[config.mk]
export PLATFORM = sky130hd
export DESIGN_NAME = arq_multilink_flat
export DESIGN_NICKNAME = d
export VERILOG_FILES = /design/src/rtl/arq_multilink_if.sv /design/src/rtl/arq_multilink.sv /design/src/flat_wrapper.sv
export SDC_FILE = /design/constraint.sdc
export NUM_CORES = 1
export LEC_CHECK = 0
export BUFFER_PORTS_ARGS = -buffer_cell sky130_fd_sc_hd__buf_2
export CAP_MARGIN = 20
export CORE_UTILIZATION = 40
export DETAILED_ROUTE_END_ITERATION = 6
export GPL_ROUTABILITY_DRIVEN = 0
export GPL_TIMING_DRIVEN = 0
export PLACE_DENSITY = 0.57
export SLEW_MARGIN = 20
export SYNTH_ARGS = -nofsm -noshare
export SYNTH_HDL_FRONTEND = slang
export SYNTH_SLANG_ARGS = --single-unit
[constraint.sdc]
create_clock -name clk_6M -period 3 [get_ports clk_6M]
set_input_delay 0.15 -clock clk_6M [delete_from_list [all_inputs] [get_ports clk_6M]]
set_output_delay 0.15 -clock clk_6M [all_outputs]
set_load 0.005 [all_outputs]
[src/rtl/arq_multilink_if.sv]
// arq_multilink_if
// Groups everything that passes between the baseband decoders/encoder and the
// per-link ARQ engine, except the clock and the reset.
//   master : decoder/encoder side. It drives the RX header/payload strobes, TX slot
//            requests, flush and link-reset commands, and it receives decisions.
//   slave  : ARQ engine side, with the opposite directions.
// Port summary (engine view):
//   in  link_reset_p/link_reset_lt   reinitialise one link
//   in  rx_hdr_p, rx_lt, rx_type, rx_arqn, rx_seqn, rx_flow, rx_hec_ok
//   in  rx_pyld_p, rx_crc_ok, rx_mic_ok, rx_buf_full[NUM_LINK]
//   in  tx_req_p, tx_lt, tx_has_data
//   in  flush_p, flush_lt, retx_limit
//   out tx_valid, tx_sel, tx_arqn, tx_seqn, tx_flow
//   out rx_accept_p, rx_ignore_p, rx_reject_p, link_stop[NUM_LINK]
//   out retx_fail_p, retx_fail_lt
interface arq_multilink_if #(
  parameter int NUM_LINK = 7,
  parameter int LTW      = 3,
  parameter int RTW      = 4
);
  logic                link_reset_p;
  logic [LTW-1:0]      link_reset_lt;
  logic                rx_hdr_p;
  logic [LTW-1:0]      rx_lt;
  logic [3:0]          rx_type;
  logic                rx_arqn;
  logic                rx_seqn;
  logic                rx_flow;
  logic                rx_hec_ok;
  logic                rx_pyld_p;
  logic                rx_crc_ok;
  logic                rx_mic_ok;
  logic [NUM_LINK-1:0] rx_buf_full;
  logic                tx_req_p;
  logic [LTW-1:0]      tx_lt;
  logic                tx_has_data;
  logic                flush_p;
  logic [LTW-1:0]      flush_lt;
  logic [RTW-1:0]      retx_limit;
  logic                tx_valid;
  logic [1:0]          tx_sel;
  logic                tx_arqn;
  logic                tx_seqn;
  logic                tx_flow;
  logic                rx_accept_p;
  logic                rx_ignore_p;
  logic                rx_reject_p;
  logic [NUM_LINK-1:0] link_stop;
  logic                retx_fail_p;
  logic [LTW-1:0]      retx_fail_lt;

  modport master (
    output link_reset_p, link_reset_lt, rx_hdr_p, rx_lt, rx_type, rx_arqn, rx_seqn,
           rx_flow, rx_hec_ok, rx_pyld_p, rx_crc_ok, rx_mic_ok, rx_buf_full,
           tx_req_p, tx_lt, tx_has_data, flush_p, flush_lt, retx_limit,
    input  tx_valid, tx_sel, tx_arqn, tx_seqn, tx_flow, rx_accept_p, rx_ignore_p,
           rx_reject_p, link_stop, retx_fail_p, retx_fail_lt
  );

  modport slave (
    input  link_reset_p, link_reset_lt, rx_hdr_p, rx_lt, rx_type, rx_arqn, rx_seqn,
           rx_flow, rx_hec_ok, rx_pyld_p, rx_crc_ok, rx_mic_ok, rx_buf_full,
           tx_req_p, tx_lt, tx_has_data, flush_p, flush_lt, retx_limit,
    output tx_valid, tx_sel, tx_arqn, tx_seqn, tx_flow, rx_accept_p, rx_ignore_p,
           rx_reject_p, link_stop, retx_fail_p, retx_fail_lt
  );
endinterface

[src/rtl/arq_multilink.sv]
// arq_multilink
// Baseband ARQ/SEQN/FLOW engine for up to NUM_LINK ACL logical transports.
// Link index is LT_ADDR-1. For each link the engine tracks:
//   - the TX sequence bit
//   - RX duplicate filtering (the last accepted SEQN)
//   - the pending ACK
//   - the remote FLOW stop
//   - a pending flush
//   - a bounded retransmit counter
// For every TX slot request it tells the encoder whether to send a new packet,
// the old packet, a zero-length continue, or a null.
// Ports:
//   clk_6M  system clock
//   rstz    synchronous active-low reset
//   io_bus  arq_multilink_if slave modport (see interface for the signal list)
module arq_multilink #(
  parameter int          NUM_LINK   = 7,
  parameter int          LTW        = 3,
  parameter int          RTW        = 4,
  parameter logic [15:0] DATA_TYPES = 16'hCD18
) (
  input logic            clk_6M,
  input logic            rstz,
  arq_multilink_if.slave io_bus
);

  typedef enum logic [1:0] {
    SEL_NEW  = 2'b00,
    SEL_OLD  = 2'b01,
    SEL_ZLC  = 2'b10,
    SEL_NULL = 2'b11
  } txSel_e;

  // An LT_ADDR addresses a tracked link only in the range 1..NUM_LINK.
  function automatic logic isLinkValid(input logic [LTW-1:0] lt);
    return (lt != '0) && (int'(lt) <= NUM_LINK);
  endfunction

  logic [NUM_LINK-1:0] r_seqnTx, r_seqnOld, r_ack, r_waiting, r_flushPend, r_stop;
  logic [NUM_LINK-1:0] w_seqnTx, w_seqnOld, w_ack, w_waiting, w_flushPend, w_stop;
  logic [RTW-1:0]      r_retxCnt [NUM_LINK];
  logic [RTW-1:0]      w_retxCnt [NUM_LINK];

  logic           r_hdrValid, w_hdrValid;
  logic [LTW-1:0] r_hdrLt, w_hdrLt;
  logic [3:0]     r_hdrType, w_hdrType;
  logic           r_hdrSeqn, w_hdrSeqn;

  logic           r_txValid, w_txValid;
  txSel_e         r_txSel, w_txSel;
  logic           r_txArqn, w_txArqn, r_txSeqn, w_txSeqn, r_txFlow, w_txFlow;
  logic           r_accept, w_accept, r_ignore, w_ignore, r_reject, w_reject;
  logic           r_retxFail, w_retxFail;
  logic [LTW-1:0] r_retxFailLt, w_retxFailLt;
  logic           w_limitHit;

  logic [LTW-1:0] w_hdrIdx, w_pyldIdx, w_flushIdx, w_txIdx, w_rstIdx;

  assign w_hdrIdx   = io_bus.rx_lt - LTW'(1);
  assign w_pyldIdx  = r_hdrLt - LTW'(1);
  assign w_flushIdx = io_bus.flush_lt - LTW'(1);
  assign w_txIdx    = io_bus.tx_lt - LTW'(1);
  assign w_rstIdx   = io_bus.link_reset_lt - LTW'(1);

  // Next-state for every link is built up in stages within one cycle:
  //   1. the RX header, then the RX payload;
  //   2. flush, then the TX decision;
  //   3. link reset, which overrides all of the above.
  // Staging lets a TX decision see an ACK or payload result that arrives in the
  // same cycle. It also lets an ACK cancel a flush in that cycle.
  always_comb begin
    w_seqnTx     = r_seqnTx;
    w_seqnOld    = r_seqnOld;
    w_ack        = r_ack;
    w_waiting    = r_waiting;
    w_flushPend  = r_flushPend;
    w_stop       = r_stop;
    w_retxCnt    = r_retxCnt;
    w_hdrValid   = r_hdrValid;
    w_hdrLt      = r_hdrLt;
    w_hdrType    = r_hdrType;
    w_hdrSeqn    = r_hdrSeqn;
    w_txValid    = 1'b0;
    w_txSel      = SEL_NEW;
    w_txArqn     = 1'b0;
    w_txSeqn     = 1'b0;
    w_txFlow     = 1'b0;
    w_accept     = 1'b0;
    w_ignore     = 1'b0;
    w_reject     = 1'b0;
    w_retxFail   = 1'b0;
    w_retxFailLt = '0;
    w_limitHit   = 1'b0;

    // A header with a bad HEC invalidates the latched header, so the payload
    // strobe that follows it is discarded.
    if (io_bus.rx_hdr_p) begin
      w_hdrValid = io_bus.rx_hec_ok;
      if (io_bus.rx_hec_ok) begin
        w_hdrLt   = io_bus.rx_lt;
        w_hdrType = io_bus.rx_type;
        w_hdrSeqn = io_bus.rx_seqn;
        if (isLinkValid(io_bus.rx_lt)) begin
          w_stop[w_hdrIdx] = !io_bus.rx_flow;
          if (w_waiting[w_hdrIdx] && io_bus.rx_arqn) begin
            w_waiting[w_hdrIdx]   = 1'b0;
            w_seqnTx[w_hdrIdx]    = ~w_seqnTx[w_hdrIdx];
            w_retxCnt[w_hdrIdx]   = '0;
            w_flushPend[w_hdrIdx] = 1'b0;
          end
        end
      end
    end

    // Payload verdicts. Data types filter duplicates by SEQN. NULL/POLL are
    // silent. Other non-data types are rejected only when SEQN is new.
    if (io_bus.rx_pyld_p && r_hdrValid && isLinkValid(r_hdrLt)) begin
      if (DATA_TYPES[r_hdrType]) begin
        if (r_hdrSeqn == w_seqnOld[w_pyldIdx]) begin
          w_ignore          = 1'b1;
          w_ack[w_pyldIdx]  = 1'b1;
        end else if (io_bus.rx_crc_ok && io_bus.rx_mic_ok && !io_bus.rx_buf_full[w_pyldIdx]) begin
          w_accept             = 1'b1;
          w_seqnOld[w_pyldIdx] = r_hdrSeqn;
          w_ack[w_pyldIdx]     = 1'b1;
        end else begin
          w_reject          = 1'b1;
          w_ack[w_pyldIdx]  = 1'b0;
        end
      end else if (r_hdrType > 4'd1) begin
        if (r_hdrSeqn != w_seqnOld[w_pyldIdx]) begin
          w_reject          = 1'b1;
          w_ack[w_pyldIdx]  = 1'b0;
        end
      end
    end

    // A flush only matters while an unacknowledged packet is outstanding.
    if (io_bus.flush_p && isLinkValid(io_bus.flush_lt) && w_waiting[w_flushIdx]) begin
      w_flushPend[w_flushIdx] = 1'b1;
    end

    // TX slot decision, highest priority first:
    //   remote stop, then abandon (flush or retransmit limit), then retransmit,
    //   then new data, then null.
    // The pending ACK is sent exactly once.
    if (io_bus.tx_req_p) begin
      w_txValid = 1'b1;
      if (!isLinkValid(io_bus.tx_lt)) begin
        w_txSel  = SEL_NULL;
        w_txSeqn = 1'b1;
        w_txFlow = 1'b1;
      end else begin
        w_txArqn       = w_ack[w_txIdx];
        w_ack[w_txIdx] = 1'b0;
        w_txFlow       = !io_bus.rx_buf_full[w_txIdx];
        w_limitHit     = (io_bus.retx_limit != '0) && (w_retxCnt[w_txIdx] == io_bus.retx_limit);
        if (w_stop[w_txIdx]) begin
          w_txSel  = SEL_NULL;
          w_txSeqn = w_seqnTx[w_txIdx];
        end else if (w_waiting[w_txIdx] && (w_flushPend[w_txIdx] || w_limitHit)) begin
          w_txSel              = SEL_ZLC;
          w_seqnTx[w_txIdx]    = ~w_seqnTx[w_txIdx];
          w_txSeqn             = w_seqnTx[w_txIdx];
          w_retxCnt[w_txIdx]   = '0;
          w_flushPend[w_txIdx] = 1'b0;
          if (w_limitHit) begin
            w_retxFail   = 1'b1;
            w_retxFailLt = io_bus.tx_lt;
          end
        end else if (w_waiting[w_txIdx]) begin
          w_txSel  = SEL_OLD;
          w_txSeqn = w_seqnTx[w_txIdx];
          if (w_retxCnt[w_txIdx] != '1) begin
            w_retxCnt[w_txIdx] = w_retxCnt[w_txIdx] + RTW'(1);
          end
        end else if (io_bus.tx_has_data) begin
          w_txSel            = SEL_NEW;
          w_txSeqn           = w_seqnTx[w_txIdx];
          w_waiting[w_txIdx] = 1'b1;
        end else begin
          w_txSel  = SEL_NULL;
          w_txSeqn = w_seqnTx[w_txIdx];
        end
      end
    end

    // Link reset overrides every other update made to that link in this cycle.
    if (io_bus.link_reset_p && isLinkValid(io_bus.link_reset_lt)) begin
      w_seqnTx[w_rstIdx]    = 1'b1;
      w_seqnOld[w_rstIdx]   = 1'b0;
      w_ack[w_rstIdx]       = 1'b0;
      w_waiting[w_rstIdx]   = 1'b0;
      w_retxCnt[w_rstIdx]   = '0;
      w_flushPend[w_rstIdx] = 1'b0;
      w_stop[w_rstIdx]      = 1'b0;
    end
  end

  // State and output registers. All decision and pulse outputs are registered,
  // so they appear one cycle after the strobe that caused them.
  always_ff @(posedge clk_6M) begin
    if (!rstz) begin
      r_seqnTx     <= '1;
      r_seqnOld    <= '0;
      r_ack        <= '0;
      r_waiting    <= '0;
      r_flushPend  <= '0;
      r_stop       <= '0;
      for (int i = 0; i < NUM_LINK; i++) r_retxCnt[i] <= '0;
      r_hdrValid   <= 1'b0;
      r_hdrLt      <= '0;
      r_hdrType    <= '0;
      r_hdrSeqn    <= 1'b0;
      r_txValid    <= 1'b0;
      r_txSel      <= SEL_NEW;
      r_txArqn     <= 1'b0;
      r_txSeqn     <= 1'b0;
      r_txFlow     <= 1'b0;
      r_accept     <= 1'b0;
      r_ignore     <= 1'b0;
      r_reject     <= 1'b0;
      r_retxFail   <= 1'b0;
      r_retxFailLt <= '0;
    end else begin
      r_seqnTx     <= w_seqnTx;
      r_seqnOld    <= w_seqnOld;
      r_ack        <= w_ack;
      r_waiting    <= w_waiting;
      r_flushPend  <= w_flushPend;
      r_stop       <= w_stop;
      r_retxCnt    <= w_retxCnt;
      r_hdrValid   <= w_hdrValid;
      r_hdrLt      <= w_hdrLt;
      r_hdrType    <= w_hdrType;
      r_hdrSeqn    <= w_hdrSeqn;
      r_txValid    <= w_txValid;
      r_txSel      <= w_txSel;
      r_txArqn     <= w_txArqn;
      r_txSeqn     <= w_txSeqn;
      r_txFlow     <= w_txFlow;
      r_accept     <= w_accept;
      r_ignore     <= w_ignore;
      r_reject     <= w_reject;
      r_retxFail   <= w_retxFail;
      r_retxFailLt <= w_retxFailLt;
    end
  end

  assign io_bus.tx_valid     = r_txValid;
  assign io_bus.tx_sel       = r_txSel;
  assign io_bus.tx_arqn      = r_txArqn;
  assign io_bus.tx_seqn      = r_txSeqn;
  assign io_bus.tx_flow      = r_txFlow;
  assign io_bus.rx_accept_p  = r_accept;
  assign io_bus.rx_ignore_p  = r_ignore;
  assign io_bus.rx_reject_p  = r_reject;
  assign io_bus.link_stop    = r_stop;
  assign io_bus.retx_fail_p  = r_retxFail;
  assign io_bus.retx_fail_lt = r_retxFailLt;

endmodule

[src/flat_wrapper.sv]
// flat-port wrapper written by rule: the top's interface ports become plain ports
module arq_multilink_flat 
#(
  parameter int          NUM_LINK   = 7,
  parameter int          LTW        = 3,
  parameter int          RTW        = 4,
  parameter logic [15:0] DATA_TYPES = 16'hCD18
)
  (clk_6M, rstz, io_bus_link_reset_p, io_bus_link_reset_lt, io_bus_rx_hdr_p, io_bus_rx_lt, io_bus_rx_type, io_bus_rx_arqn, io_bus_rx_seqn, io_bus_rx_flow, io_bus_rx_hec_ok, io_bus_rx_pyld_p, io_bus_rx_crc_ok, io_bus_rx_mic_ok, io_bus_rx_buf_full, io_bus_tx_req_p, io_bus_tx_lt, io_bus_tx_has_data, io_bus_flush_p, io_bus_flush_lt, io_bus_retx_limit, io_bus_tx_valid, io_bus_tx_sel, io_bus_tx_arqn, io_bus_tx_seqn, io_bus_tx_flow, io_bus_rx_accept_p, io_bus_rx_ignore_p, io_bus_rx_reject_p, io_bus_link_stop, io_bus_retx_fail_p, io_bus_retx_fail_lt);
  arq_multilink_if #(.NUM_LINK(NUM_LINK), .LTW(LTW), .RTW(RTW)) io_bus_i ();
  input logic clk_6M;
  input logic rstz;
  input wire logic [$bits(io_bus_i.link_reset_p)-1:0] io_bus_link_reset_p;
  input wire logic [$bits(io_bus_i.link_reset_lt)-1:0] io_bus_link_reset_lt;
  input wire logic [$bits(io_bus_i.rx_hdr_p)-1:0] io_bus_rx_hdr_p;
  input wire logic [$bits(io_bus_i.rx_lt)-1:0] io_bus_rx_lt;
  input wire logic [$bits(io_bus_i.rx_type)-1:0] io_bus_rx_type;
  input wire logic [$bits(io_bus_i.rx_arqn)-1:0] io_bus_rx_arqn;
  input wire logic [$bits(io_bus_i.rx_seqn)-1:0] io_bus_rx_seqn;
  input wire logic [$bits(io_bus_i.rx_flow)-1:0] io_bus_rx_flow;
  input wire logic [$bits(io_bus_i.rx_hec_ok)-1:0] io_bus_rx_hec_ok;
  input wire logic [$bits(io_bus_i.rx_pyld_p)-1:0] io_bus_rx_pyld_p;
  input wire logic [$bits(io_bus_i.rx_crc_ok)-1:0] io_bus_rx_crc_ok;
  input wire logic [$bits(io_bus_i.rx_mic_ok)-1:0] io_bus_rx_mic_ok;
  input wire logic [$bits(io_bus_i.rx_buf_full)-1:0] io_bus_rx_buf_full;
  input wire logic [$bits(io_bus_i.tx_req_p)-1:0] io_bus_tx_req_p;
  input wire logic [$bits(io_bus_i.tx_lt)-1:0] io_bus_tx_lt;
  input wire logic [$bits(io_bus_i.tx_has_data)-1:0] io_bus_tx_has_data;
  input wire logic [$bits(io_bus_i.flush_p)-1:0] io_bus_flush_p;
  input wire logic [$bits(io_bus_i.flush_lt)-1:0] io_bus_flush_lt;
  input wire logic [$bits(io_bus_i.retx_limit)-1:0] io_bus_retx_limit;
  output wire logic [$bits(io_bus_i.tx_valid)-1:0] io_bus_tx_valid;
  output wire logic [$bits(io_bus_i.tx_sel)-1:0] io_bus_tx_sel;
  output wire logic [$bits(io_bus_i.tx_arqn)-1:0] io_bus_tx_arqn;
  output wire logic [$bits(io_bus_i.tx_seqn)-1:0] io_bus_tx_seqn;
  output wire logic [$bits(io_bus_i.tx_flow)-1:0] io_bus_tx_flow;
  output wire logic [$bits(io_bus_i.rx_accept_p)-1:0] io_bus_rx_accept_p;
  output wire logic [$bits(io_bus_i.rx_ignore_p)-1:0] io_bus_rx_ignore_p;
  output wire logic [$bits(io_bus_i.rx_reject_p)-1:0] io_bus_rx_reject_p;
  output wire logic [$bits(io_bus_i.link_stop)-1:0] io_bus_link_stop;
  output wire logic [$bits(io_bus_i.retx_fail_p)-1:0] io_bus_retx_fail_p;
  output wire logic [$bits(io_bus_i.retx_fail_lt)-1:0] io_bus_retx_fail_lt;
  assign io_bus_i.link_reset_p = io_bus_link_reset_p;
  assign io_bus_i.link_reset_lt = io_bus_link_reset_lt;
  assign io_bus_i.rx_hdr_p = io_bus_rx_hdr_p;
  assign io_bus_i.rx_lt = io_bus_rx_lt;
  assign io_bus_i.rx_type = io_bus_rx_type;
  assign io_bus_i.rx_arqn = io_bus_rx_arqn;
  assign io_bus_i.rx_seqn = io_bus_rx_seqn;
  assign io_bus_i.rx_flow = io_bus_rx_flow;
  assign io_bus_i.rx_hec_ok = io_bus_rx_hec_ok;
  assign io_bus_i.rx_pyld_p = io_bus_rx_pyld_p;
  assign io_bus_i.rx_crc_ok = io_bus_rx_crc_ok;
  assign io_bus_i.rx_mic_ok = io_bus_rx_mic_ok;
  assign io_bus_i.rx_buf_full = io_bus_rx_buf_full;
  assign io_bus_i.tx_req_p = io_bus_tx_req_p;
  assign io_bus_i.tx_lt = io_bus_tx_lt;
  assign io_bus_i.tx_has_data = io_bus_tx_has_data;
  assign io_bus_i.flush_p = io_bus_flush_p;
  assign io_bus_i.flush_lt = io_bus_flush_lt;
  assign io_bus_i.retx_limit = io_bus_retx_limit;
  assign io_bus_tx_valid = io_bus_i.tx_valid;
  assign io_bus_tx_sel = io_bus_i.tx_sel;
  assign io_bus_tx_arqn = io_bus_i.tx_arqn;
  assign io_bus_tx_seqn = io_bus_i.tx_seqn;
  assign io_bus_tx_flow = io_bus_i.tx_flow;
  assign io_bus_rx_accept_p = io_bus_i.rx_accept_p;
  assign io_bus_rx_ignore_p = io_bus_i.rx_ignore_p;
  assign io_bus_rx_reject_p = io_bus_i.rx_reject_p;
  assign io_bus_link_stop = io_bus_i.link_stop;
  assign io_bus_retx_fail_p = io_bus_i.retx_fail_p;
  assign io_bus_retx_fail_lt = io_bus_i.retx_fail_lt;
  arq_multilink #(.NUM_LINK(NUM_LINK), .LTW(LTW), .RTW(RTW), .DATA_TYPES(DATA_TYPES)) u_core (.clk_6M(clk_6M), .rstz(rstz), .io_bus(io_bus_i));
endmodule
Word-level counts from Yosys, hierarchy flattened
Memories as Yosys holds them, arrays and structs flattened. A register that Yosys moved wholly into a read port is not among the register bits.
Cells that the tools add are included.
{"block": "word_totals", "wordCells": 256, "output_inout_bits": 20, "ff_bits": 92, "memories": 1, "romBits": 16, "input_bits": 41}
{"block": "op_classes", "magnitude_cmp": 18, "bitwise": 36, "eq_ne": 4, "n_reduce_logical": 36, "muxes": 128, "add_sub_neg": 6}
{"name": "(no name shown)", "depth": 16, "width": 1, "rd": 1, "rd_clocked_by_memory_dff": 1, "write_ports": 0, "line_no": "arq_multilink.sv:118", "source": "if (DATA_TYPES[r_hdrType]) begin"}
{"op": "two-way mux 7 bit", "n": 48}
{"op": "two-way mux 28 bit", "n": 11}
{"op": "bitwise AND 28 bit", "n": 3}
{"op": "NOT 28 bit", "n": 3}
{"op": "bitwise AND 7 bit", "n": 10}
{"op": "binary-select mux 1 bit (select 3 bit)", "n": 12}
{"op": "demux 4 bit (select 3 bit)", "n": 3}
{"op": "two-way mux 1 bit", "n": 31}
{"op": "bitwise mux 28 bit", "n": 1}
{"op": "bitwise mux 7 bit", "n": 4}
{"op": "two-way mux 4 bit", "n": 7}
{"op": "NOT 7 bit", "n": 4}
{"op": "bitwise OR 7 bit", "n": 4}
{"op": "< comparator 3 x 4 -> 1 bit, second input constant", "n": 5}
{"op": "logical AND 1 bit", "n": 18}
{"op": "demux 1 bit (select 3 bit)", "n": 5}
{"op": ">= comparator 3 x 1 -> 1 bit, second input constant", "n": 5}
{"op": "nonzero test 3 bit", "n": 5}
{"op": "subtractor 3 x 1 -> 3 bit, second input constant", "n": 5}
{"op": "binary-select mux 4 bit (select 3 bit)", "n": 1}
{"op": ">= comparator 4 bit, second input constant", "n": 3}
{"op": "< comparator 4 x 1 -> 1 bit, second input constant", "n": 3}
{"op": "NOT 3 -> 4 bit", "n": 3}
{"op": "two-way mux 2 bit", "n": 5}
{"op": "other kinds (16)", "n": 29}

Logic depth before layout (Yosys ltp)
Gate-level depths: netlist of run 1.
{"block": "logic_depth", "word_depth": 25, "mapped_depth": 17, "mapped_depth_nobuf": 13}

Worst setup path after synthesis of run 1
No wires, ideal clock.
{"block": "synth_timing", "kind": "reg2reg", "from": "reg u_core.r_hdrLt[0]", "to": "reg u_core.r_txArqn, in the netlist u_core.io_bus.tx_arqn", "synth_period_minus_slack_ns": 3.310, "n_path_buf": 3, "path_slack_ns": -0.310, "setup_ns": 0.127, "stages_incl_launch_ff": 15, "arrival_time_ns": 3.183, "t_required_ns": 2.873, "cell_sequence": "dfxtp_1 -> clkbuf_1 -> inv_1 -> ha_1 -> xor2_1 -> clkbuf_1 -> mux2i_1 -> o2bb2ai_1 -> a221oi_1 -> xnor2_1 -> and2_0 -> clkbuf_1 -> a211oi_1 -> nor4_1 -> a21oi_1"}
{"block": "synth_between", "elab_chain_len": 13, "elab_cells_between_ends": 27, "classes_between": "add/sub (1); order compare (2); eq/ne (2); mux (14); bitwise (3); reduce/logical (5)"}
{"item": "start, declared", "line_no": "arq_multilink.sv:45", "source": "logic [LTW-1:0] r_hdrLt, w_hdrLt;"}
{"item": "start signal, assigned", "line_no": "arq_multilink.sv:234", "source": "r_hdrLt <= w_hdrLt;"}
{"item": "subtractor 3 x 1 -> 3 bit", "line_no": "arq_multilink.sv:60", "source": "assign w_pyldIdx = r_hdrLt - LTW'(1);"}
{"item": "< comparator 3 x 4 -> 1 bit (not written as such) / >= comparator 3 x 1 -> 1 bit (equally long branches)"}
{"item": "logical AND 1 bit (not written as such)"}
{"item": "two-way mux 1 bit (not written as such)"}
{"item": "demux 1 bit (select 3 bit)"}
{"item": "NOT 7 bit (no line)"}
{"item": "bitwise AND 7 bit (no line)"}
{"item": "two-way mux 7 bit, on equally long branches", "line_no": "arq_multilink.sv:131, arq_multilink.sv:122"}
{"item": "two-way mux 7 bit, on equally long branches", "line_no": "arq_multilink.sv:130, arq_multilink.sv:119"}
{"item": "two-way mux 7 bit", "line_no": "arq_multilink.sv:118"}
{"item": "two-way mux 7 bit *", "line_no": "arq_multilink.sv:117", "source": "if (io_bus.rx_pyld_p && r_hdrValid && isLinkValid(r_hdrLt)) begin"}
{"item": "binary-select mux 1 bit (select 3 bit) *", "line_no": "arq_multilink.sv:154", "source": "w_txArqn = w_ack[w_txIdx];"}
{"item": "two-way mux 1 bit (not written as such) *", "line_no": "arq_multilink.sv:154"}
{"item": "end signal, assigned", "line_no": "arq_multilink.sv:239", "source": "r_txArqn <= w_txArqn;"}
{"item": "end, declared", "line_no": "arq_multilink.sv:51", "source": "logic r_txArqn, w_txArqn, r_txSeqn, w_txSeqn, r_txFlow, w_txFlow;"}
Every way passes the cells marked *; elsewhere a longest branch is shown, timed or not. The select of a mux whose other input is x is not followed.
A chain may end at the register's enable or synchronous reset.

Worst setup path in the final report of run 1
{"block": "layout_timing", "from": "reg u_core.r_waiting[0]", "to": "reg u_core.r_retxCnt[12] in the netlist's numbering"}
{"block": "layout_between", "elab_chain_len": 21, "elab_cells_between_ends": 44, "classes_between": "add/sub (1); eq/ne (2); mux (32); bitwise (4); reduce/logical (5)"}
{"item": "start, declared", "line_no": "arq_multilink.sv:39", "source": "logic [NUM_LINK-1:0] r_seqnTx, r_seqnOld, r_ack, r_waiting, r_flushPend, r_stop;"}
{"item": "start signal, assigned", "line_no": "arq_multilink.sv:229", "source": "r_waiting <= w_waiting;"}
{"item": "parallel branches: the longest is 18 deep, another holds adder 4 x 1 -> 4 bit"}
{"item": "two-way mux 28 bit *", "line_no": "arq_multilink.sv:147", "source": "if (io_bus.tx_req_p) begin"}
{"item": "bitwise AND 28 bit (no line)"}
{"item": "two-way mux 28 bit *", "line_no": "arq_multilink.sv:189", "source": "if (io_bus.link_reset_p && isLinkValid(io_bus.link_reset_lt)) begin"}
{"item": "end signal, assigned", "line_no": "arq_multilink.sv:232", "source": "r_retxCnt <= w_retxCnt;"}
{"item": "end, declared", "line_no": "arq_multilink.sv:41", "source": "logic [RTW-1:0] r_retxCnt [NUM_LINK];"}
Every way passes the cells marked *. The select of a mux whose other input is x is not followed.

==> parameters.txt, run 1 <==
Parameter                              Value

Synthesis
  Top_reg_cell synth    sky130_fd_sc_hd__dfxtp_1
  Number of synthesized register bits    93
  Mean instance size in the synthesized netlist    8.10 µm²
  Area of the mapped netlist    5830 µm²
  Number of enable-type register cells in the synthesized netlist    0
  Total of warnings raised by yosys    0
  Post-synthesis async set-or-reset flop share    0
  Synthesized instance count    719
  Post-synth cell types    73
  Sequential share of the synthesized area    0.320
  Post-Syn Nets    771

Final layout
  Signed area change from the synthesized netlist to the final layout    38.4%
  Area taken by flip-flops and latches    ~1900 µm²
  Most common library cell in the layout ignoring fill and taps    sky130_fd_sc_hd__dfxtp_1
  FILL cells    1255
  Utilization after layout    0.574
  Fraction of layout instances using a drive strength above 1    0.343
  Net count of the finished layout    895
  ANT cells    0
  Leading cell types in the layout, fill and taps excluded    sky130_fd_sc_hd__dfxtp_1, sky130_fd_sc_hd__nand2_1, sky130_fd_sc_hd__buf_2, sky130_fd_sc_hd__buf_4, sky130_fd_sc_hd__nor2_1
  Post-route non-filler standard cell count    1028
  Total area of multi-input combinational cells    between 4000 and 5000 µm²

Placement
  Number of buffer cells added on primary ports    60
  Cell count after placement    961
  Worst setup timing slack at the placement stage    -1.36 ns
  Detailed placer's ending HPWL    16700 µm

Routing
  DR pass1 iterations    5
  Vias after detailed routing    6523
  Sum of routed wire length over all layers    23100 µm
  DR DRC count    0
  Antenna-violating nets left    0
  Mean routed wirelength per cell    22.5 µm
  Initial DRC count    483
  Detail-routed via count per cell    6.35

Floorplan
  Initial core utilization    0.415
  Total Die Area    15100 µm²
  Die height    123 µm
  Number of core rows    43
  Die X-Extent    123 µm
  Ports    61
  Core region area    roughly 14000 µm²

Run
  Max_cap viols    0

Power and ir drop
  Maximum ir drop on the vdd rail    0.278 mV
  Total Power Consumption    3.41 mW
  Leakage dissipation    between 3 and 4 nW
  Pwr per Cell Area    423 nW/µm²

Status
  Result of the run    finished with violations
  Violations in the final reports    negative setup slack

STA
  Setup repair after global routing missed its margin    yes
  Setup ws final    -0.267 ns
  Final hold violations    0
  Max Clock Skew    approximately 0.0085 ns
  Normalized max-slew margin    0.336
  Count of final setup violators    43
  Transition time at the pin with the least slew margin    0.985 ns
  Pins over their slew limit    0
  Final cycle utilization of the critical path    1.09
  WHS    0.000509 ns
  Achievable clock frequency    306 MHz
  Minimum clock period after layout    roughly 3.3 ns

GRT
  Antenna violations before repair    0
  Number of global-route vias before repair    about 6k
  Overall fraction of global-route tracks in use    0.308
  Wire length of the first global-routing pass    about 34000 µm
  GRT Residual Overflow    0
  Largest net degree at the start of global routing    18

Worst setup path
  Critical Path Start    u_core.r_waiting[0]
  Critical register-to-register path endpoint    u_core.r_retxCnt[12]
  Crit Reg-Reg Startpoint    u_core.r_waiting[0]
  Critical path start-end classification    reg -> reg
  Worst EP required    about 3.3 ns
  Arrival time reported for the critical path endpoint    3.55 ns
  Critical Path Fanout Max    6
  Critical path capture point type    register
  Worst setup endpoint    u_core.r_retxCnt[12]
  Nature of the critical path startpoint    register
  Worst Reg-to-Reg Cells    12
  Worst reg-to-reg setup slack    -0.27 ns

CTS
  Master cell of the clock root buffer    sky130_fd_sc_hd__clkbuf_16
  Clock net sink count    a little over 90
  Clock transition at the register clock pins on the worst setup and hold paths after CTS    0.07 ns
  H-tree lvl count    3
  Clock latency of the later-clocked register in the worst-skew pair    0.37 ns
  TritonCTS clock tree    built
  TritonCTS buffer count    9
  Clk buf depth    2

Hold path
  Class of the most critical hold timing path    in -> reg
-- cell families after synthesis --
family	Yosys count	synth area share
XOR/XNOR	16	0.0241
AND/OR/NAND/NOR	283	0.242
buffers and inverters	65	0.0483
adder cells (fa/ha/maj)	11	0.0236
multiplexers	39	0.0773
flip-flops	93	0.320
AO/OA/AOI/OAI	212	0.265
-- stage by stage --
step                      area (µm²)  TNS, ns
after floorplan                 6030   -0.734
after global placement          6560   -72.56
after detailed placement        6590   -73.25
after CTS                       7780    -4.50
after global routing            8070    -9.81
final                           8070    -7.11
-- cell type report --
type                    instances  share of cell area
plain buffers                  35              0.0369
clock buffers                   9              0.0279
clock inverters                 7             0.00714
inverters                      26              0.0144
multi-input cells             561               0.556
flip-flops and latches         93               0.232
well taps                     180              0.0279
repair buffers                117              0.0982
-- synth_stat cells (6+ instances only) --
library cell	number	area, µm²
sky130_fd_sc_hd__nand4_1	10	62.6
sky130_fd_sc_hd__a21oi_1	39	195
sky130_fd_sc_hd__inv_1	26	97.6
sky130_fd_sc_hd__o22ai_1	20	125
sky130_fd_sc_hd__mux2i_1	27	270
sky130_fd_sc_hd__a211oi_1	22	165
sky130_fd_sc_hd__dfxtp_1	93	1860
sky130_fd_sc_hd__a21boi_0	9	67.6
sky130_fd_sc_hd__nor3_1	13	65.1
sky130_fd_sc_hd__clkbuf_1	23	86.3
sky130_fd_sc_hd__ha_1	11	138
sky130_fd_sc_hd__nand2_1	85	319
sky130_fd_sc_hd__buf_2	12	60.1
sky130_fd_sc_hd__nand2b_1	7	43.8
sky130_fd_sc_hd__nor2_1	51	191
sky130_fd_sc_hd__and3_1	11	68.8
sky130_fd_sc_hd__nor4_1	11	68.8
sky130_fd_sc_hd__mux2_2	8	90.1
sky130_fd_sc_hd__nand3_1	41	205
sky130_fd_sc_hd__a2111oi_0	7	61.3
sky130_fd_sc_hd__nor2b_1	13	81.3
sky130_fd_sc_hd__a22oi_1	10	75.1
sky130_fd_sc_hd__a32o_1	8	80.1
sky130_fd_sc_hd__a21o_1	6	45.0
sky130_fd_sc_hd__o21ai_0	18	90.1
sky130_fd_sc_hd__and2_1	13	81.3
sky130_fd_sc_hd__nor3b_1	6	45.0
sky130_fd_sc_hd__xnor2_1	7	61.3
sky130_fd_sc_hd__xor2_1	9	78.8
sky130_fd_sc_hd__a31oi_1	9	56.3
sky130_fd_sc_hd__o21ai_1	6	30.0
-- power by group --
group | switching, mW | internal (mW) | leakage [nW] | total, mW
clock network | 0.562 | 0.576 | 0.135 | 1.14
logic | 0.605 | 0.397 | 2.15 | 1.00
registers | 0.0125 | 1.25 | 0.755 | 1.27
total | 1.18 | 2.23 | 3.04 | 3.41
-- state kept, by name (all words and copies together) (netlist names), 2 cells and up, named ones only --
| signal | count |
|---|---|
| u_core.io_bus.link_stop | 7 |
| u_core.r_hdrType | 4 |
| u_core.r_waiting | 7 |
| u_core.io_bus.retx_fail_lt | 3 |
| u_core.r_flushPend | 7 |
| u_core.io_bus.tx_sel | 2 |
| u_core.r_seqnOld | 7 |
| u_core.r_hdrLt | 3 |
| u_core.r_retxCnt | 28 |
| u_core.r_ack | 7 |
| u_core.r_seqnTx | 7 |
-- per-layer routing --
| layer | GRT usage | share of wire |
|---|---|---|
| met5 | 0 | 0 |
| met2 | 0.504 | 0.46 |
| met3 | 0.0627 | 0.086 |
| met4 | 0.180 | 0.054 |
| met1 | 0.374 | 0.40 |
-- worst max-delay path: stages (launching register included) --
cell                      delay (ns)
sky130_fd_sc_hd__dfxtp_2        0.32
sky130_fd_sc_hd__mux4_2         0.52
sky130_fd_sc_hd__nor2b_4        0.15
sky130_fd_sc_hd__and3b_1        0.19
sky130_fd_sc_hd__buf_6          0.14
sky130_fd_sc_hd__o22ai_2        0.27
sky130_fd_sc_hd__nand2_2        0.16
sky130_fd_sc_hd__xnor2_2        0.30
sky130_fd_sc_hd__o31a_1         0.31
sky130_fd_sc_hd__buf_6          0.21
sky130_fd_sc_hd__buf_8          0.14
sky130_fd_sc_hd__nand4_1        0.23
sky130_fd_sc_hd__o22ai_1        0.25
-- timing repair --
item | CTS | global route
setup buffers | 41 | 11
cloned | 3 | 0
hold buffers | 0 | 0
resized for setup | 128 | 43
endpoints found under the setup margin | 71 | 64
pin swaps | 40 | 39
-- worst min path at each step --
stage	start	to	slack, ns	depth (start not counted)
after floorplan	io_bus_tx_lt[1]	u_core.io_bus.retx_fail_lt[1]	0.27	1
after global placement	io_bus_tx_lt[1]	u_core.io_bus.retx_fail_lt[1]	0.37	2
after detailed placement	io_bus_tx_lt[1]	u_core.io_bus.retx_fail_lt[1]	0.37	2
after CTS	io_bus_tx_lt[1]	u_core.io_bus.retx_fail_lt[1]	0.0006	2
after global routing	io_bus_tx_lt[1]	u_core.io_bus.retx_fail_lt[1]	0.007	2
final	io_bus_tx_lt[1]	u_core.io_bus.retx_fail_lt[1]	0.0005	2
Power figures use the tool's default switching activity.
==> inputs of run 2 (changes only) <==
--- a/config.mk
+++ b/config.mk
@@ -11,7 +11,6 @@
 export DETAILED_ROUTE_END_ITERATION = 6
 export GPL_ROUTABILITY_DRIVEN = 0
 export GPL_TIMING_DRIVEN = 0
-export PLACE_DENSITY = 0.57
 export SLEW_MARGIN = 20
 export SYNTH_ARGS = -nofsm -noshare
 export SYNTH_HDL_FRONTEND = slang
==> parameters.txt, run 2 (synthesis gave the netlist of run 1 again) <==
Parameter                              Value

CTS
  Master cell of the clock root buffer    sky130_fd_sc_hd__clkbuf_16 (unchanged)
  H-tree lvl count    3 (unchanged)
  CTS Hold Buffers Added    0 (unchanged)
  Clock transition at the register clock pins on the worst setup and hold paths after CTS    0.07 ns (about the same)
  TritonCTS buffer count    9 (unchanged)
  Clock latency of the later-clocked register in the worst-skew pair    0.36 ns (was 0.37 ns)
  Clock net sink count    93 (unchanged)
  Clk buf depth    2 (unchanged)
  TritonCTS clock tree    built (unchanged)

Power and ir drop
  Sequential share of power    0.366 (was 0.372)
  Reported net switching power    1.14 mW (was 1.18 mW)
  Int Power    2.32 mW (was 2.23 mW)
  Pwr per Cell Area    430 nW/µm² (was 423 nW/µm²)
  Clk network pwr share    0.340 (was 0.334)
  Net switching fraction of the power    0.330 (was 0.346)
  Leakage dissipation    3.08 nW (was 3.04 nW)
  Combinational power share    0.293 (was 0.294)
  Maximum ir drop on the vdd rail    0.464 mV (was 0.278 mV)

Worst setup path
  Critical Path Fanout Max    10 (was 6)
  Critical Path Start    io_bus_tx_lt[0] (was u_core.r_waiting[0])
  Slowest-stage cell, CP    sky130_fd_sc_hd__nor2_1 (was sky130_fd_sc_hd__mux4_2)
  Crit Reg-Reg Startpoint    u_core.r_waiting[0] (unchanged)
  Worst EP required    3.27 ns (was 3.29 ns)
  Worst path max stage delay    0.54 ns (was 0.52 ns)
  Critical path start-end classification    in -> reg (was reg -> reg)
  Cell repeated most along the worst path    sky130_fd_sc_hd__buf_6 (unchanged)
  Cell breakdown of the critical path    buf_2 -> buf_6 -> inv_8 -> ha_4 -> xnor2_4 -> nand2_1 -> nor2_1 -> a221o_1 -> or2_4 -> mux2i_4 -> o31a_1 -> buf_6 -> buf_12 -> nand4_1 -> o22ai_1 (was mux4_2 -> nor2b_4 -> and3b_1 -> buf_6 -> o22ai_2 -> nand2_2 -> xnor2_2 -> o31a_1 -> buf_6 -> buf_8 -> nand4_1 -> o22ai_1)
  Arrival time reported for the critical path endpoint    3.59 ns (was 3.55 ns)
  Nature of the critical path startpoint    input pin (was register)
  Critical path capture point type    register (unchanged)

GRT
  Largest net degree at the start of global routing    17 (was 18)
  Wire length of the first global-routing pass    34500 µm (was 34300 µm)
  GRT Residual Overflow    0 (unchanged)
  Overall fraction of global-route tracks in use    0.308 (about the same)
  Number of global-route vias before repair    6199 (was 6112)
  Antenna violations before repair    0 (unchanged)

STA
  Normalized max-slew margin    0.219 (was 0.336)
  Achievable clock frequency    301 MHz (was 306 MHz)
  Max Clock Skew    0.0119 ns (was 0.00847 ns)
  WHS    0.00465 ns (was 0.000509 ns)
  Setup tns final    -10.20 ns (was -7.11 ns)
  Transition time at the pin with the least slew margin    1.16 ns (was 0.985 ns)
  Minimum clock period after layout    3.32 ns (was 3.27 ns)
  Setup repair after global routing missed its margin    yes (unchanged)
  Final cycle utilization of the critical path    1.11 (was 1.09)
  Count of final setup violators    43 (unchanged)
  Final hold violations    0 (unchanged)
  Pins over their slew limit    0 (unchanged)
  Setup ws final    -0.322 ns (was -0.267 ns)

Routing
  DR pass1 iterations    5 (unchanged)
  Detail-routed via count per cell    6.40 (was 6.35)
  Antenna-violating nets left    0 (unchanged)
  Vias after detailed routing    6609 (was 6523)
  DR DRC count    0 (unchanged)
  Initial DRC count    727 (was 483)
  Sum of routed wire length over all layers    23000 µm (was 23100 µm)
  Mean routed wirelength per cell    22.3 µm (was 22.5 µm)

Hold path
  Class of the most critical hold timing path    in -> reg (unchanged)
  Start point of the worst hold path    io_bus_tx_lt[1] (unchanged)

Final layout
  FILL cells    1202 (was 1255)
  Signed area change from the synthesized netlist to the final layout    38.2% (was 38.4%)
  Fraction of layout instances using a drive strength above 1    0.336 (was 0.343)
  Net count of the finished layout    899 (was 895)
  Max FFs per register    28 (unchanged)
  Register with the highest flop count    u_core.r_retxCnt (unchanged)
  Utilization after layout    0.573 (was 0.574)
  Most common library cell in the layout ignoring fill and taps    sky130_fd_sc_hd__dfxtp_1 (unchanged)
  Leading cell types in the layout, fill and taps excluded    sky130_fd_sc_hd__dfxtp_1, sky130_fd_sc_hd__nand2_1, sky130_fd_sc_hd__buf_2, sky130_fd_sc_hd__buf_4, sky130_fd_sc_hd__nor2_1 (unchanged)
  Area taken by flip-flops and latches    1870 µm² (about the same)
  Total area of multi-input combinational cells    4420 µm² (was 4480 µm²)
  ANT cells    0 (unchanged)

Placement
  Number of buffer cells added on primary ports    60 (unchanged)
  Detailed placer's ending HPWL    16400 µm (was 16700 µm)

Status
  Result of the run    finished with violations (unchanged)
  Violations in the final reports    negative setup slack (unchanged)

Run
  Max_cap viols    0 (unchanged)

Floorplan
  Initial core utilization    0.415 (unchanged)
  Die X-Extent    123 µm (unchanged)
  Total Die Area    15100 µm² (unchanged)
  Number of core rows    43 (unchanged)
  Ports    61 (unchanged)
  Die height    123 µm (unchanged)
  Core region area    14000 µm² (unchanged)
## run 2: path summary, 6_finish.rpt
path	to	slack, ns	cells past startpoint
max reg2reg	u_core.r_retxCnt[24]	-0.31	11
min reg2reg	u_core.r_seqnOld[0]	0.46	2
max	u_core.r_retxCnt[12]	-0.32	15
min	u_core.io_bus.retx_fail_lt[1]	0.005	2
## run 2: worst max-delay path: cells and delay by family
family,cells,cell delay [ns]
simple gates,4,1.12
mux,1,0.29
xor+xnor,1,0.27
buf+inv,5,0.70
compound gates,3,0.83
fa+ha+maj,1,0.20
## run 2: final cells by class
class                      instances  share of cell area
multi-input combinational        561               0.549
sequential                        93               0.232
clock buffer                      10              0.0284
tap                              180              0.0280
timing repair buffer             123               0.104
inverter                          26              0.0141
buffer                            33              0.0356
clock inverter                     6             0.00855
## run 2: power groups by stage
stage               registers [mW]  logic (mW)  clock network, mW
floorplan                     1.29       0.465                  0
detailed placement            1.29       0.698                  0
global placement              1.29       0.683                  0
CTS                           1.27       0.896               1.19
global route                  1.27        1.06               1.24
finish                        1.27        1.01               1.18
## run 2: metrics by stage
step | area, µm² | cells | setup WS (ns) | power (mW)
global route | 8050 | 1032 | -0.404 | 3.57
global placement | 6560 | 959 | -1.36 | 1.98
finish | 8050 | 1032 | -0.322 | 3.46
CTS | 7680 | 1009 | -0.212 | 3.36
detailed placement | 6590 | 961 | -1.34 | 1.99
floorplan | 6030 | 719 | -0.0611 | 1.76
## run 2: what timing repair did
action | 4_1_cts | 5_1_grt
buffers inserted | 34 | 24
cloned | 3 | 1
pin swaps | 41 | 30
resized for setup | 120 | 46
setup endpoints to repair | 71 | 62
## run 2: routing by layer
metal	GRT usage	wire length [µm]	part of all wire
met2	0.519	10900	0.47
met1	0.368	8740	0.38
met3	0.0618	2250	0.098
met5	0	0	0
met4	0.161	1150	0.050
